## config.mk

```make
export PLATFORM = sky130hd
export DESIGN_NAME = aes_req_arbiter_flat
export DESIGN_NICKNAME = d
export VERILOG_FILES = /design/src/rtl/aes_req_arbiter_if.sv /design/src/rtl/aes_req_arbiter.sv /design/src/flat_wrapper.sv
export SDC_FILE = /design/constraint.sdc
export NUM_CORES = 1
export LEC_CHECK = 0
export CORE_AREA = 10 10 393 395
export CTS_CLUSTER_SIZE = 16
export DETAILED_ROUTE_END_ITERATION = 16
export DIE_AREA = 0 0 403 405
export GPL_TIMING_DRIVEN = 0
export PLACE_DENSITY = 0.42
export SYNTH_ARGS = -nofsm -noshare
export SYNTH_HDL_FRONTEND = slang
export SYNTH_SLANG_ARGS = --single-unit
```

## constraint.sdc

```tcl
create_clock -name clk -period 36.5 [get_ports clk]
set_clock_uncertainty 0.15 [all_clocks]
set_input_delay 7.3 -clock clk [delete_from_list [all_inputs] [get_ports clk]]
set_output_delay 7.3 -clock clk [all_outputs]
set_load 0.01 [all_outputs]
```

## src/rtl/aes_req_arbiter_if.sv

```systemverilog
// Bundle of requester, AES-core and response signals shared by the arbiter and its environment.
// slave = arbiter side, master = requesters/core/response-consumer side.
interface aes_req_arbiter_if;
    logic         req0_valid;
    logic         req1_valid;
    logic         req0_ready;
    logic         req1_ready;
    logic [127:0] req0_plain;
    logic [127:0] req0_key;
    logic [127:0] req1_plain;
    logic [127:0] req1_key;

    logic         core_start;
    logic         core_new_pair;
    logic [127:0] core_plain;
    logic [127:0] core_key;
    logic [127:0] core_cipher;
    logic         core_done;

    logic         rsp_valid;
    logic         rsp_ready;
    logic         rsp_id;
    logic [127:0] rsp_cipher;
    logic         rsp_err;

    logic         busy;

    modport slave (
        input  req0_valid, req1_valid, req0_plain, req0_key, req1_plain, req1_key,
        input  core_cipher, core_done, rsp_ready,
        output req0_ready, req1_ready, core_start, core_new_pair, core_plain, core_key,
        output rsp_valid, rsp_id, rsp_cipher, rsp_err, busy
    );

    modport master (
        output req0_valid, req1_valid, req0_plain, req0_key, req1_plain, req1_key,
        output core_cipher, core_done, rsp_ready,
        input  req0_ready, req1_ready, core_start, core_new_pair, core_plain, core_key,
        input  rsp_valid, rsp_id, rsp_cipher, rsp_err, busy
    );
endinterface

```

## src/rtl/aes_req_arbiter.sv

```systemverilog
// Round-robin arbiter of two requesters onto one AES core; optional WAIT timeout under AES_ARB_TIMEOUT_EN.
// Latency: accept -> LAUNCH -> WAIT (until qualified core_done) -> registered rsp_valid.
// Backpressure: one operation in flight; requesters stall until the response handshake completes.
module aes_req_arbiter #(
    parameter int TIMEOUT_CYCLES = 64
) (
    input  logic             clk,
    input  logic             rst,
    aes_req_arbiter_if.slave bus
);

    typedef enum logic [1:0] {IDLE, LAUNCH, WAIT, RESP} state_t;

    state_t       r_state;
    state_t       w_next;
    logic         r_rr_last;
    logic         r_first_op;
    logic         r_seen_low;
    logic         r_rsp_valid;
    logic         r_rsp_id;
    logic [127:0] r_core_plain;
    logic [127:0] r_core_key;
    logic [127:0] r_rsp_cipher;

    logic         w_win;
    logic         w_accept;
    logic         w_done_q;
    logic         w_tmo;
    logic         w_start;
    logic         w_new_pair;

    // On a tie the requester not granted last wins; otherwise the lone valid one.
    assign w_win    = (bus.req0_valid && bus.req1_valid) ? ~r_rr_last : bus.req1_valid;
    assign w_accept = (r_state == IDLE) && (bus.req0_valid || bus.req1_valid);
    // A done level still high from the previous operation must fall before it counts.
    assign w_done_q = (r_state == WAIT) && bus.core_done && r_seen_low;

`ifdef AES_ARB_TIMEOUT_EN
    localparam int CW = $clog2(TIMEOUT_CYCLES + 1);

    logic [CW-1:0] r_tmo_cnt;
    logic          r_rsp_err;

    assign w_tmo = (r_state == WAIT) && !w_done_q && (r_tmo_cnt == CW'(TIMEOUT_CYCLES - 1));

    always_ff @(posedge clk or posedge rst) begin
        if (rst) begin
            r_tmo_cnt <= '0;
            r_rsp_err <= 1'b0;
        end else begin
            if (r_state == LAUNCH) begin
                r_tmo_cnt <= '0;
            end else if (r_state == WAIT) begin
                r_tmo_cnt <= r_tmo_cnt + CW'(1);
            end
            if (w_done_q) begin
                r_rsp_err <= 1'b0;
            end else if (w_tmo) begin
                r_rsp_err <= 1'b1;
            end
        end
    end

    assign bus.rsp_err = r_rsp_err;
`else
    // Constant false: without the counter WAIT only leaves on a qualified done.
    assign w_tmo       = (TIMEOUT_CYCLES < 0);
    assign bus.rsp_err = 1'b0;
`endif

    always_comb begin
        w_next     = r_state;
        w_start    = 1'b0;
        w_new_pair = 1'b0;
        case (r_state)
            IDLE: begin
                if (w_accept) w_next = LAUNCH;
            end
            LAUNCH: begin
                w_start    = r_first_op;
                w_new_pair = ~r_first_op;
                w_next     = WAIT;
            end
            WAIT: begin
                if (w_done_q || w_tmo) w_next = RESP;
            end
            RESP: begin
                if (bus.rsp_ready) w_next = IDLE;
            end
            default: w_next = IDLE;
        endcase
    end

    always_ff @(posedge clk or posedge rst) begin
        if (rst) begin
            r_state <= IDLE;
        end else begin
            r_state <= w_next;
        end
    end

    always_ff @(posedge clk or posedge rst) begin
        if (rst) begin
            r_rr_last    <= 1'b1;
            r_first_op   <= 1'b1;
            r_seen_low   <= 1'b0;
            r_rsp_valid  <= 1'b0;
            r_rsp_id     <= 1'b0;
            r_core_plain <= '0;
            r_core_key   <= '0;
            r_rsp_cipher <= '0;
        end else begin
            if (w_accept) begin
                r_core_plain <= w_win ? bus.req1_plain : bus.req0_plain;
                r_core_key   <= w_win ? bus.req1_key   : bus.req0_key;
                r_rsp_id     <= w_win;
                r_rr_last    <= w_win;
            end
            if (r_state == LAUNCH) begin
                r_first_op <= 1'b0;
                r_seen_low <= ~bus.core_done;
            end else if ((r_state == WAIT) && !bus.core_done) begin
                r_seen_low <= 1'b1;
            end
            if (w_done_q) begin
                r_rsp_cipher <= bus.core_cipher;
            end else if (w_tmo) begin
                r_rsp_cipher <= '0;
            end
            if ((r_state == WAIT) && (w_next == RESP)) begin
                r_rsp_valid <= 1'b1;
            end else if ((r_state == RESP) && bus.rsp_ready) begin
                r_rsp_valid <= 1'b0;
            end
        end
    end

    assign bus.req0_ready    = w_accept && !w_win;
    assign bus.req1_ready    = w_accept && w_win;
    assign bus.core_start    = w_start;
    assign bus.core_new_pair = w_new_pair;
    assign bus.core_plain    = r_core_plain;
    assign bus.core_key      = r_core_key;
    assign bus.rsp_valid     = r_rsp_valid;
    assign bus.rsp_id        = r_rsp_id;
    assign bus.rsp_cipher    = r_rsp_cipher;
    assign bus.busy          = (r_state != IDLE);

endmodule
```

## src/flat_wrapper.sv

```systemverilog
// flat-port wrapper written by rule: the top's interface ports become plain ports
module aes_req_arbiter_flat 
#(
    parameter int TIMEOUT_CYCLES = 64
)
  (clk, rst, bus_req0_valid, bus_req1_valid, bus_req0_plain, bus_req0_key, bus_req1_plain, bus_req1_key, bus_core_cipher, bus_core_done, bus_rsp_ready, bus_req0_ready, bus_req1_ready, bus_core_start, bus_core_new_pair, bus_core_plain, bus_core_key, bus_rsp_valid, bus_rsp_id, bus_rsp_cipher, bus_rsp_err, bus_busy);
  aes_req_arbiter_if bus_i ();
  input  logic clk;
  input  logic rst;
  input wire logic [$bits(bus_i.req0_valid)-1:0] bus_req0_valid;
  input wire logic [$bits(bus_i.req1_valid)-1:0] bus_req1_valid;
  input wire logic [$bits(bus_i.req0_plain)-1:0] bus_req0_plain;
  input wire logic [$bits(bus_i.req0_key)-1:0] bus_req0_key;
  input wire logic [$bits(bus_i.req1_plain)-1:0] bus_req1_plain;
  input wire logic [$bits(bus_i.req1_key)-1:0] bus_req1_key;
  input wire logic [$bits(bus_i.core_cipher)-1:0] bus_core_cipher;
  input wire logic [$bits(bus_i.core_done)-1:0] bus_core_done;
  input wire logic [$bits(bus_i.rsp_ready)-1:0] bus_rsp_ready;
  output wire logic [$bits(bus_i.req0_ready)-1:0] bus_req0_ready;
  output wire logic [$bits(bus_i.req1_ready)-1:0] bus_req1_ready;
  output wire logic [$bits(bus_i.core_start)-1:0] bus_core_start;
  output wire logic [$bits(bus_i.core_new_pair)-1:0] bus_core_new_pair;
  output wire logic [$bits(bus_i.core_plain)-1:0] bus_core_plain;
  output wire logic [$bits(bus_i.core_key)-1:0] bus_core_key;
  output wire logic [$bits(bus_i.rsp_valid)-1:0] bus_rsp_valid;
  output wire logic [$bits(bus_i.rsp_id)-1:0] bus_rsp_id;
  output wire logic [$bits(bus_i.rsp_cipher)-1:0] bus_rsp_cipher;
  output wire logic [$bits(bus_i.rsp_err)-1:0] bus_rsp_err;
  output wire logic [$bits(bus_i.busy)-1:0] bus_busy;
  assign bus_i.req0_valid = bus_req0_valid;
  assign bus_i.req1_valid = bus_req1_valid;
  assign bus_i.req0_plain = bus_req0_plain;
  assign bus_i.req0_key = bus_req0_key;
  assign bus_i.req1_plain = bus_req1_plain;
  assign bus_i.req1_key = bus_req1_key;
  assign bus_i.core_cipher = bus_core_cipher;
  assign bus_i.core_done = bus_core_done;
  assign bus_i.rsp_ready = bus_rsp_ready;
  assign bus_req0_ready = bus_i.req0_ready;
  assign bus_req1_ready = bus_i.req1_ready;
  assign bus_core_start = bus_i.core_start;
  assign bus_core_new_pair = bus_i.core_new_pair;
  assign bus_core_plain = bus_i.core_plain;
  assign bus_core_key = bus_i.core_key;
  assign bus_rsp_valid = bus_i.rsp_valid;
  assign bus_rsp_id = bus_i.rsp_id;
  assign bus_rsp_cipher = bus_i.rsp_cipher;
  assign bus_rsp_err = bus_i.rsp_err;
  assign bus_busy = bus_i.busy;
  aes_req_arbiter #(.TIMEOUT_CYCLES(TIMEOUT_CYCLES)) u_core (.clk(clk), .rst(rst), .bus(bus_i));
endmodule
```

Word level (Yosys, flattened, before mapping)
Cells that the tools add are included.

word-level totals
  output and inout port bits = 392
  register bits after elaboration = 391
  bits of input ports = 646
  word-level logic and storage cells = 45

operators by class
  bitwise gates (word level) = 3
  eq/ne operators = 4
  mux-type cells = 13
  reductions and logical operators = 16

operators by type and width
  kind                                           count
  two-way mux 128 bit                            2
  logical AND 1 bit                              9
  one-hot mux 2 bit (4 select lines)             1
  two-way mux 1 bit                              7
  == test 2 bit, second input constant           3
  two-way mux 2 bit                              3
  nonzero test 2 bit                             3
  NOT 1 bit                                      3
  == test 2 x 1 -> 1 bit, second input constant  1
  logical NOT 1 bit                              2
  logical NOT 2 bit                              1
  logical OR 1 bit                               1

Depth between registers and ports, before layout
  word-level depth = 8
  gate-level depth with buffers = 6
  gate-level depth less buffers = 4

Worst setup path after synthesis
Ideal clock, no wire load.

  kind = input to output
  start = in bus_req0_valid
  end = out bus_req1_ready
  stages on the path = 4
  arrival time = 7.921 ns
  path slack = 21.129 ns
  cells stage by stage = nand2_1 -> and3_1 -> buf_6 -> clkbuf_1

on the way
  word-level cells in the longest chain between the ends = 3
  elaborated cells on any way between the ends = 5
  those cells by class = mux: 1; reduce/logical: 4

ends and longest elaborated chain
  element                                                        line                                          RTL
  from (decl)                                                    flat_wrapper.sv:10                            input wire logic [$bits(bus_i.req0_valid)-1:0] bus_req0_valid;
  logical AND 1 bit / logical OR 1 bit (equally long branches)   aes_req_arbiter.sv:33, aes_req_arbiter.sv:34
  two-way mux 1 bit / logical AND 1 bit (equally long branches)  aes_req_arbiter.sv:33, aes_req_arbiter.sv:34
  logical AND 1 bit *                                            aes_req_arbiter.sv:139                        assign bus.req1_ready = w_accept && w_win;
  to (decl)                                                      flat_wrapper.sv:20                            output wire logic [$bits(bus_i.req1_ready)-1:0] bus_req1_ready;

Mark *: on every way between the ends. The rest lies on a longest branch, timed or not.

Worst setup path after layout
  start = in bus_req1_valid
  end = out bus_req1_ready

on the way
  word-level cells in the longest chain between the ends = 3
  elaborated cells on any way between the ends = 5
  those cells by class = mux: 1; reduce/logical: 4

ends and longest elaborated chain
  element                                                        line                                          RTL
  from (decl)                                                    flat_wrapper.sv:11                            input wire logic [$bits(bus_i.req1_valid)-1:0] bus_req1_valid;
  logical AND 1 bit / logical OR 1 bit (equally long branches)   aes_req_arbiter.sv:33, aes_req_arbiter.sv:34
  two-way mux 1 bit / logical AND 1 bit (equally long branches)  aes_req_arbiter.sv:33, aes_req_arbiter.sv:34
  logical AND 1 bit *                                            aes_req_arbiter.sv:139

Marks and branches as above.

==> results.sh <==
export IMPL_design_core_area_mm2=0.147
export IMPL_die_w_um=403
export IMPL_wl_per_cell_um=32.5
export IMPL_synth_seq_area_share_pct=59.0
export IMPL_worst_setup_path_startpoint="bus_req1_valid"
export IMPL_crit_arrival_ns=9.54
export IMPL_whs_ns=0.339
export IMPL_drv_slew=0
export IMPL_routed_via_density=3.83
export IMPL_hold_class="flip-flop to flip-flop"
export IMPL_area_growth_syn_to_layout_pct=89.1
export IMPL_synth_yosys_warnings=0
export IMPL_placer_congestion_estimate=0.855
export IMPL_sequentialPowerShare_pct=29.7
export IMPL_h_tree_depth=2
export IMPL_vdd_drop_max_mv=0.0348
export IMPL_grt_total_usage_pct=16.2
export IMPL_power_static_leakage_nw=12.3
export IMPL_drt_drc_violations_left=0
export IMPL_holdPathStages=1
export IMPL_final_nets=2930
export IMPL_setup_worst_path_end="bus_req1_ready"
export IMPL_final_antenna_net_count=0
export IMPL_antenna_found_initial=83
export IMPL_internal_power_mw=1.67
export IMPL_seq_area_mm2=0.00979
export IMPL_syn_area_cell_um2=14.0
export IMPL_fill_cell_total_of_the_finished_layout=15900
export IMPL_slew_limit_headroom_pct=13.6
export IMPL_grt_max_degree=108
export IMPL_synth_cell_area_mm2=0.0166
export IMPL_timing_max_cap_violations=0
export IMPL_rr_endpoint="u_core.bus.core_key[86]"
export IMPL_cts_root_buf="clkbuf_16"
export IMPL_routed_wl_mm=139
export IMPL_power_switching_share_pct=37.1
export IMPL_setup_worst_path_class="input port to primary output"
export IMPL_critPathLaunchType="input port"
export IMPL_register_to_register_setup_slack_ns=33.62
export IMPL_post_route_min_period_ns=16.99
export IMPL_required_ns=29.05
export IMPL_comb_power_share_pct=48.8
export IMPL_synth_cell_types=24
export IMPL_power_density_normalized_to_cell_area_mw_per_mm2=84.9
export IMPL_mappedNetlistNets=1834
export IMPL_r2r_worst_path_cells=6
export IMPL_via_count_of_the_first_global_routing_pass=17400
export IMPL_postCtsHoldBufs=0
export IMPL_remaining_overflow_grt=0
export IMPL_clock_power_share_pct=21.5
export IMPL_total_die_area_mm2=0.163
export IMPL_postCtsSetupBuffers=0
export IMPL_drt_pass1_iterations=5
export IMPL_quantity_of_gates_resized_following_cts=0
export IMPL_drtIter0Drc=1300
export IMPL_place_detailed_hpwl_mm=115
export IMPL_reg2reg_from="u_core.r_state[0]"
export IMPL_hold_viol_final=0
export IMPL_utilization_pct=21.4
export IMPL_io_buffer_count=1036
export IMPL_ios=1038
export IMPL_die_height_um=405
export IMPL_start_util_pct=11.3
export IMPL_share_of_cells_above_drive_strength_1_pct=12.7
export IMPL_max_clock_freq_mhz=58.9
export IMPL_worstSkewPairLatency_ns=0.66
export IMPL_setup_tns_final_ns=0
export IMPL_clkTransAtPathRegs_ns=0.06
export IMPL_via_total_after_detailed_routing=16400
export IMPL_worst_slew_pin_transition_ns=1.30
export IMPL_wire_length_of_the_first_global_routing_pass_mm=178
export IMPL_syn_inst=1188
export IMPL_tritoncts_clock_tree="yes"
export IMPL_cts_buffer_count=55
export IMPL_ys_seq_elements=391
export IMPL_critical_path_endpoint_type="primary output"
export IMPL_core_rowCount=141
export IMPL_cp_max_fo=10
export IMPL_clk_buf_depth=3
export IMPL_timing_final_setup_violations=0
export IMPL_yosys_area_top_type="dfrtp_1"
export IMPL_multi_input_comb_area_mm2=0.00605
export IMPL_rsz0062_at_grt="false"
export IMPL_tritoncts_num_sinks=391
export IMPL_synthDominantCellAreaShare_pct=58.7
export IMPL_result_of_the_run="finished clean"
export IMPL_total_switching_power_mw=0.988
export IMPL_synth_top_cells_by_area="dfrtp_1 59%, a221o_1 15%, o21a_1 12%"
export IMPL_post_route_period_util_pct=46.5
-- flip-flops by register name, summed over array words and instances (netlist names) --
register / flops
u_core.bus.core_plain: 128
u_core.r_first_op: 1
u_core.bus.rsp_cipher: 128
u_core.bus.core_key: 128
u_core.r_state: 2
u_core.r_rr_last: 1
u_core.bus.rsp_id: 1
u_core.bus.rsp_valid: 1
u_core.r_seen_low: 1
-- per-stage QoR --
step | power, mW | worst slack [ns] | instance area [um2] | instances
final | 2.66 | 19.51 | 31400 | 4281
after global routing | 2.81 | 19.46 | 31300 | 4269
after CTS | 2.72 | 19.55 | 31300 | 4255
after detailed placement | 2.11 | 19.57 | 29500 | 4157
after global placement | 2.12 | 10.59 | 29400 | 4154
after floorplan | 1.29 | 18.18 | 16600 | 1188
-- worst min-delay path by stage --
stage | startpoint | endpoint | slack, ns
6_report | u_core.bus.rsp_id | u_core.bus.rsp_id | 0.34
5_1_grt | u_core.bus.rsp_id | u_core.bus.rsp_id | 0.36
4_1_cts | u_core.bus.rsp_id | u_core.bus.rsp_id | 0.34
3_5_place_dp | u_core.bus.rsp_id | u_core.bus.rsp_id | 0.32
3_3_place_gp | u_core.bus.rsp_id | u_core.bus.rsp_id | 0.31
2_1_floorplan | u_core.r_first_op | u_core.r_first_op | 0.33
-- cell type report --
class	count	share of cell area [%]
diodes	26	0.207
plain buffers	129	2.34
clock buffers	79	5.09
clock inverters	19	0.778
inverters	5	0.0837
multi-input cells	663	19.3
flip-flops and latches	391	31.2
well taps	1930	7.70
repair buffers	1039	33.3
-- worst max-delay path: stages --
cell             delay, ns
clkdlybuf4s50_1       0.56
and3_1                0.22
buf_6                 0.18
clkbuf_1              0.54
clkdlybuf4s50_1       0.73
-- metal layers --
| metal | global-route usage, % | routed length (um) | part of all wire (%) |
|---|---|---|---|
| met5 | 0 | 295 | 0.21 |
| met4 | 5.83 | 4280 | 3.1 |
| met3 | 7.01 | 14700 | 11 |
| met2 | 26.9 | 67700 | 49 |
| met1 | 18.4 | 52300 | 38 |
-- cell usage in the layout (no fill, tap or decap), drive strengths merged --
cell	n
clkdlybuf4s50	1036
dfrtp	389
o21a	256
a221o	256
clkbuf	134
mux2	128
buf	77
diode	26
clkinv	11
inv	9
nor2	6
bufinv	4
and3	3
o21ai	3
nand2	2
nand2b	2
a21o	2
dfstp	2
nand4b	1
o211ai	1
and2	1
o221ai	1
conb	1
-- cell families after synthesis --
kind of cell	Yosys count	share of synthesized area (%)
DFF	391	59.0
buffers and inverters	134	4.52
other	1	0.0226
muxes	128	8.69
and+or+nand+nor	15	0.475
AOI/OAI and AO/OA	519	27.3
-- power by group through the flow --
| stage | Clock [mW] | Combinational, mW | Sequential, mW |
|---|---|---|---|
| after floorplan | 0 | 0.440 | 0.850 |
| after global placement | 0 | 1.32 | 0.792 |
| after detailed placement | 0 | 1.32 | 0.789 |
| after CTS | 0.596 | 1.33 | 0.789 |
| after global routing | 0.610 | 1.38 | 0.815 |
| final | 0.572 | 1.30 | 0.791 |
-- synth_stat cells (all sizes together) --
cell	count
nor2	6
mux2	128
o211ai	1
and2	1
nand2	2
dfrtp	389
dfstp	2
nand2b	2
conb	1
nand4b	1
o21ai	3
clkbuf	55
buf	74
a221o	256
o221ai	1
o21a	256
inv	5
a21o	2
and3	3
No activity file was read; power rests on OpenSTA's default activity.
